--- src/rtl/role_hit_tracker.sv ---
// Player/enemy contact tracker: one contact decision per frame, HP, invincibility blink, game over.
// Decisions take effect one cycle after the frame tick; no backpressure, inputs are sampled every cycle.
module role_hit_tracker #(
    parameter int MAX_Y      = 480,
    parameter int HP_MAX     = 5,
    parameter int INV_FRAMES = 90,
    parameter int BLINK_BIT  = 3
) (
    input  logic       clk,
    input  logic       reset,
    input  logic [9:0] x,
    input  logic [9:0] y,
    input  logic       jojo_on,
    input  logic       enemy_on,
    input  logic       restart,
    output logic [2:0] hp,
    output logic       hit_pulse,
    output logic       invincible,
    output logic       jojo_visible,
    output logic       game_over
);
    typedef enum logic [1:0] {S_ALIVE, S_HIT, S_DEAD} state_t;

    localparam logic [9:0] LP_MAX_Y = 10'(MAX_Y);
    localparam logic [2:0] LP_HP    = 3'(HP_MAX);
    localparam logic [7:0] LP_INV   = 8'(INV_FRAMES);

    state_t     r_state, w_state_nxt;
    logic [2:0] r_hp, w_hp_nxt;
    logic [7:0] r_inv_cnt, w_inv_nxt;
    logic       r_ovl, w_ovl_nxt;
    logic       r_hit_pulse, w_pulse_nxt;
    logic       r_at_end_d;
    logic       r_armed;
    logic       w_at_end, w_tick, w_set;
    logic       w_unused_x;

    assign w_unused_x = ^x;
    assign w_at_end   = (y == LP_MAX_Y);
    // r_armed suppresses a tick when y already sits on MAX_Y as reset releases
    assign w_tick     = w_at_end & ~r_at_end_d & r_armed;
    assign w_set      = jojo_on & enemy_on & (y < LP_MAX_Y);

    always_ff @(posedge clk or posedge reset) begin
        if (reset) begin
            r_state     <= S_ALIVE;
            r_hp        <= LP_HP;
            r_inv_cnt   <= 8'd0;
            r_ovl       <= 1'b0;
            r_hit_pulse <= 1'b0;
            r_at_end_d  <= 1'b0;
            r_armed     <= 1'b0;
        end else begin
            r_state     <= w_state_nxt;
            r_hp        <= w_hp_nxt;
            r_inv_cnt   <= w_inv_nxt;
            r_ovl       <= w_ovl_nxt;
            r_hit_pulse <= w_pulse_nxt;
            r_at_end_d  <= w_at_end;
            r_armed     <= 1'b1;
        end
    end

    always_comb begin
        w_state_nxt = r_state;
        w_hp_nxt    = r_hp;
        w_inv_nxt   = r_inv_cnt;
        w_ovl_nxt   = r_ovl;
        w_pulse_nxt = 1'b0;
        if (restart) begin
            w_state_nxt = S_ALIVE;
            w_hp_nxt    = LP_HP;
            w_inv_nxt   = 8'd0;
            w_ovl_nxt   = 1'b0;
        end else begin
            if (w_tick) begin
                w_ovl_nxt = 1'b0;
            end else if (w_set) begin
                w_ovl_nxt = 1'b1;
            end
            if (w_tick) begin
                case (r_state)
                    S_ALIVE: begin
                        if (r_ovl) begin
                            w_pulse_nxt = 1'b1;
                            if (r_hp > 3'd1) begin
                                w_hp_nxt    = r_hp - 3'd1;
                                w_inv_nxt   = LP_INV;
                                w_state_nxt = S_HIT;
                            end else begin
                                w_hp_nxt    = 3'd0;
                                w_state_nxt = S_DEAD;
                            end
                        end
                    end
                    S_HIT: begin
                        if (r_inv_cnt == 8'd1) begin
                            w_inv_nxt   = 8'd0;
                            w_state_nxt = S_ALIVE;
                        end else begin
                            w_inv_nxt = r_inv_cnt - 8'd1;
                        end
                    end
                    default: ;
                endcase
            end
        end
    end

    assign hp           = r_hp;
    assign hit_pulse    = r_hit_pulse;
    assign invincible   = (r_state == S_HIT);
    assign game_over    = (r_state == S_DEAD);
    assign jojo_visible = (r_state != S_HIT) | ~r_inv_cnt[BLINK_BIT];
endmodule

--- config.mk ---
export PLATFORM = sky130hd
export DESIGN_NAME = role_hit_tracker
export DESIGN_NICKNAME = d
export VERILOG_FILES = /design/src/rtl/role_hit_tracker.sv
export SDC_FILE = /design/constraint.sdc
export NUM_CORES = 1
export LEC_CHECK = 0
export BUFFER_PORTS_ARGS = -buffer_cell sky130_fd_sc_hd__buf_2
export CAP_MARGIN = 0
export CORE_ASPECT_RATIO = 1.75
export CORE_MARGIN = 4
export CORE_UTILIZATION = 43
export CTS_BUF_LIST = sky130_fd_sc_hd__clkbuf_16
export DETAILED_ROUTE_END_ITERATION = 10
export PLACE_DENSITY = 0.81
export SETUP_SLACK_MARGIN = 0.02
export SYNTH_ARGS = -nofsm -noshare
export SYNTH_HDL_FRONTEND = slang
export SYNTH_SLANG_ARGS = --single-unit
export TNS_END_PERCENT = 1
--- constraint.sdc ---
create_clock -name clk -period 3.3 [get_ports clk]
set_input_delay 0.825 -clock clk [delete_from_list [all_inputs] [get_ports clk]]
set_output_delay 0.825 -clock clk [all_outputs]
set_load 0.005 [all_outputs]
* After elaboration in Yosys (flattened, before gate mapping)
Index checks and enable logic that the tools add are counted.
** Word-level totals
- Flip-flop bits (word level) :: 17
- Word-level logic and storage cells :: 59
- Bits of input ports :: 25
** Operators by class
- Magnitude comparators :: 2
- Eq/ne operators :: 8
- Bitwise gates (word level) :: 7
- Reduce and logical (&&, ||, !) cells :: 9
- Add/subtract/negate cells :: 2
- Muxes and demuxes :: 24
** Operator list (number)
- 8-bit 2-to-1 mux :: 5
- 8-bit one-hot mux with 2 select lines :: 1
- 3-bit 2-to-1 mux :: 5
- 10-bit by 9-bit == test with 1-bit output (second input constant) :: 1
- 10-bit by 9-bit < comparator with 1-bit output (second input constant) :: 1
- 2-bit 2-to-1 mux :: 5
- 8-bit by 1-bit == test with 1-bit output (second input constant) :: 1
- 4-bit AND reduction :: 2
- 8-bit by 1-bit subtractor with 8-bit output (second input constant) :: 1
- 1-bit 2-to-1 mux :: 7
- 3-bit != test (second input constant) :: 2
- 2-bit nonzero test :: 3
- 3-bit nonzero test :: 2
- 1-bit bitwise AND :: 4
- 2-bit one-hot mux with 2 select lines :: 1
- 3-bit by 1-bit greater-than comparator with 1-bit output (second input constant) :: 1
- 3-bit by 2-bit != test with 1-bit output (second input constant) :: 1
- 3-bit AND reduction :: 1
- 3-bit by 1-bit subtractor with 3-bit output (second input constant) :: 1
- 2-bit by 1-bit == test with 1-bit output (second input constant) :: 1
- 2-bit == test (second input constant) :: 1
- 2-bit zero test :: 1
- 2-bit by 1-bit != test with 1-bit output (second input constant) :: 1
- 1-bit NOT :: 2
- 1-bit bitwise OR :: 1

* Logic depth before layout (Yosys ltp)
- Depth after elaboration :: 6
- Depth in mapped cells :: 7
- Depth with buffers taken out :: 7

* Worst setup path after synthesis
OpenSTA, ideal clock, no wires.
- Path kind :: input -> register
- From :: input y[0]
- To :: register r_hp[1], in the netlist hp[1]
- Stages :: 6
- Arrival time :: 2027 ps
- Setup slack :: 1200 ps
- Path buffers :: 1
- Data required time :: 3226 ps
- Path through :: nor4_2 and4b_1 buf_6 nand4b_4 or3_1 a21oi_2
** Between the ends
- Word-level cells in the longest chain between the ends :: 5
** RTL lines
- start, declared :: line 12 : input logic [9:0] y,
- 10-bit by 9-bit == test with 1-bit output :: line 39 : assign w_at_end = (y == LP_MAX_Y);
- named net w_at_end :: line 35 : logic w_at_end, w_tick, w_set;
- 1-bit bitwise AND (2 in series) :: line 41 : assign w_tick = w_at_end & ~r_at_end_d & r_armed;
- 2-bit nonzero test (no source line)
- 3-bit AND reduction (no source line)
- end signal, assigned :: line 55 : r_hp <= w_hp_nxt;
- end, declared :: line 29 : logic [2:0] r_hp, w_hp_nxt;
The timed path passes the listed nets, and every way through them passes these cells.
A chain may end at the register's enable or synchronous reset.

* Final worst setup path
- From :: register r_state[0]
- To :: output jojo_visible
** Between the ends
- Word-level cells in the longest chain between the ends :: 2
** RTL lines
- start, declared :: line 28 : state_t r_state, w_state_nxt;
- start signal, assigned :: line 54 : r_state <= w_state_nxt;
- 2-bit by 1-bit != test with 1-bit output :: line 114 : assign jojo_visible = (r_state != S_HIT) | ~r_inv_cnt[BLINK_BIT];
- 1-bit bitwise OR :: line 114
- end, declared :: line 19 : output logic jojo_visible,
Every way passes these cells.

==> impl_metrics.env <==
export IMPL_avgSynthCellArea_sq_um=9.18
export IMPL_synth_seq_area_share=0.409
export IMPL_rsz0062_at_grt="no"
export IMPL_slew_headroom=0.560
export IMPL_comb_power_share=0.069
export IMPL_switchingPower_mw=0.102
export IMPL_grt_remaining_overflow=0
export IMPL_p_leak_nw=0.592
export IMPL_ys_flop_type="dfrtp_1"
export IMPL_drive_gt1_frac=0.257
export IMPL_die_area_sq_um=3320
export IMPL_clock_fmax_mhz=447
export IMPL_synth_area_leaders="dfrtp_1 (36%), dfstp_2 (5.0%), ha_1 (4.8%)"
export IMPL_crit_path_start_kind="flop"
export IMPL_finalSetupViolCount=0
export IMPL_drt_first_pass_iters=4
export IMPL_vias=958
export IMPL_post_cts_setup_buffer_count=0
export IMPL_post_route_drc_count=0
export IMPL_rows=23
export IMPL_syn_num_nets=143
export IMPL_clk_insertion_delay_late_ps=250
export IMPL_areaGrowthSynthToFinish_pct=18.2
export IMPL_grt_first_pass_wirelength_um=4340
export IMPL_start_util=0.454
export IMPL_antenna_found_initial=0
export IMPL_grt_max_degree=18
export IMPL_die_h_um=73.2
export IMPL_yosysMostFrequentCell="dfrtp_1"
export IMPL_grt_busiest_layer="met2"
export IMPL_routed_wl_um=2500
export IMPL_drt_iter0_drc=22
export IMPL_cts_resized=0
export IMPL_core_area_sq_um=2300
export IMPL_path_class="flop to primary output"
export IMPL_finalCritPeriodShare=0.678
export IMPL_synth_edf_count=0
export IMPL_irDropWorstVdd_uv=340
export IMPL_fin_ws_ps=1060
export IMPL_dp_worst_setup_slack_ps=928
export IMPL_yosysUniqueCellTypes=41
export IMPL_num_io_pins=32
export IMPL_ant_nets=0
export IMPL_setup_worst_path_end_class="primary output"
export IMPL_grt_pass1_vias=1010
export IMPL_grt_use_met3=0.0346
export IMPL_tritoncts="built"
export IMPL_synthTopCellsByCount="dfrtp_1 (15), nand2_1 (13), nor2_1 (9), inv_1 (8)"
export IMPL_grt_total_usage=0.178
export IMPL_place_area_sq_um=1160
export IMPL_hold_ws_ps=548
export IMPL_pwr_share_clk=0.494
export IMPL_cts_buffers=3
export IMPL_power_frac_seq=0.437
export IMPL_wl_per_cell_um=15.5
export IMPL_holdCritPathClass="flop to flop"
export IMPL_maxCapViolCount=0
export IMPL_slew_violations=0
export IMPL_synthArstFlopShare=1.00
export IMPL_tightest_slew_ps=660
export IMPL_port_buffers=21
export IMPL_dp_hpwl_um=1960
export IMPL_gr_usage_met1=0.170
export IMPL_fin_crit_ps=2240
export IMPL_intPower_mw=0.386
export IMPL_clockBufferDepth=2
export IMPL_power_density_nw_per_um2=395
export IMPL_ys_ff_latch=17
export IMPL_p_sw_frac=0.210
export IMPL_routabilityCongestion=0.769
export IMPL_grt_met2_usage=0.330
export IMPL_fin_worst_skew_ps=2.05
export IMPL_final_area_sq_um=1240
export IMPL_synth_area_leader_cell="dfrtp_1"
export IMPL_min_path_cells=2
export IMPL_holdBufCountCts=0
export IMPL_tns_ps=0
export IMPL_htreeDepth=1
export IMPL_hold_viol=0
export IMPL_cts_sinks=17
export IMPL_clock_root_buffer="clkbuf_16"
export IMPL_vias_per_cell=5.95
export IMPL_status="finished, final reports clean"
export IMPL_worstPathRequired_ps=2470
export IMPL_syn_inst=114
export IMPL_synth_top_cell_area_share=0.359
export IMPL_antenna_cells=0
export IMPL_die_x_um=45.3
export IMPL_synth_area_sq_um=1050
export IMPL_yosysWarnings=0
export IMPL_cp_max_fo=8
export IMPL_worstPathArrival_ps=1410
export IMPL_clk_pin_slew_ps=50
export IMPL_final_nets=166
export IMPL_r2r_cells=7
export IMPL_total_power_mw=0.488
-- through the flow --
| step | util | instances |
|---|---|---|
| 5_1_grt | 0.537 | 161 |
| 4_1_cts | 0.537 | 161 |
| 3_5_place_dp | 0.503 | 157 |
| 6_report | 0.537 | 161 |
| 3_3_place_gp | 0.503 | 157 |
| 2_1_floorplan | - | 114 |
-- layout make-up --
| class | instances | area (sq um) |
|---|---|---|
| timing repair buffer | 21 | 105 |
| fill | 233 | 1070 |
| clock inverter | 1 | 3.75 |
| tap | 25 | 31.3 |
| clock buffer | 3 | 75.1 |
| inverter | 8 | 30.0 |
| sequential | 17 | 428 |
| multi-input combinational | 86 | 563 |
-- power by group through the flow --
| stage | sequential [mW] | combinational, mW | clock [mW] |
|---|---|---|---|
| final | 0.214 | 0.0336 | 0.241 |
| after global routing | 0.214 | 0.0380 | 0.254 |
| after CTS | 0.214 | 0.0340 | 0.244 |
| after detailed placement | 0.217 | 0.0339 | 0 |
| after global placement | 0.217 | 0.0326 | 0 |
| after floorplan | 0.216 | 0.0200 | 0 |
-- layout by cell type, fill, tap and decap left out, types with 2 or more instances in the layout --
cell type | Yosys | layout
nand4_1 | 2 | 2
ha_1 | 4 | 4
and4b_1 | 3 | 3
nand3b_1 | 2 | 2
or3_1 | 3 | 3
a21oi_1 | 7 | 7
a31oi_1 | 2 | 2
nand3_1 | 2 | 2
dfstp_2 | 2 | 2
o21ai_0 | 7 | 7
a21o_1 | 2 | 2
clkbuf_16 | 0 | 3
nor4b_1 | 2 | 2
dfrtp_1 | 15 | 15
nor3_1 | 4 | 4
nand2b_1 | 2 | 2
inv_1 | 8 | 9
nand2_1 | 13 | 13
nor2b_1 | 3 | 3
nor2_1 | 9 | 9
buf_2 | 1 | 21
-- registers in the layout (all words and copies together) (netlist names) --
name and flops:
r_inv_cnt 8, hp 3, r_state 2, hit_pulse 1
r_armed 1, r_at_end_d 1, r_ovl 1
-- worst max-delay path, stage by stage (launching register included) --
cell and delay (ps):
dfrtp_1 410, nor2b_1 520, nand2_1 90, buf_2 140
-- routing by layer --
layer | vias to the layer above | part of all wire
li1 | 453 | -
met3 | 10 | 0.037
met2 | 29 | 0.59
met4 | 0 | 0.036
met1 | 466 | 0.34
met5 | - | 0
-- cell families after synthesis --
group / synth area share
AND/OR/NAND/NOR: 0.313
other: 0.00359
buffers and inverters: 0.0526
adder cells (fa/ha/maj): 0.0478
AO/OA/AOI/OAI: 0.173
flip-flops: 0.409
-- final timing paths --
kind / startpoint / end / slack [ps]
min in group asynchronous: reset / r_inv_cnt[2]$_DFFE_PP0P_ / 660
setup / recovery: r_state[0]$_DFFE_PP0P_ / jojo_visible / 1060
hold reg to reg: hp[0]$_DFFE_PP1P_ / hp[0]$_DFFE_PP1P_ / 550
setup reg to reg: r_inv_cnt[1]$_DFFE_PP0P_ / r_inv_cnt[5]$_DFFE_PP0P_ / 1260
hold / removal: hp[0]$_DFFE_PP1P_ / hp[0]$_DFFE_PP1P_ / 550
max in group asynchronous: reset / r_inv_cnt[7]$_DFFE_PP0P_ / 2220
No activity file was read; power rests on OpenSTA's default activity.
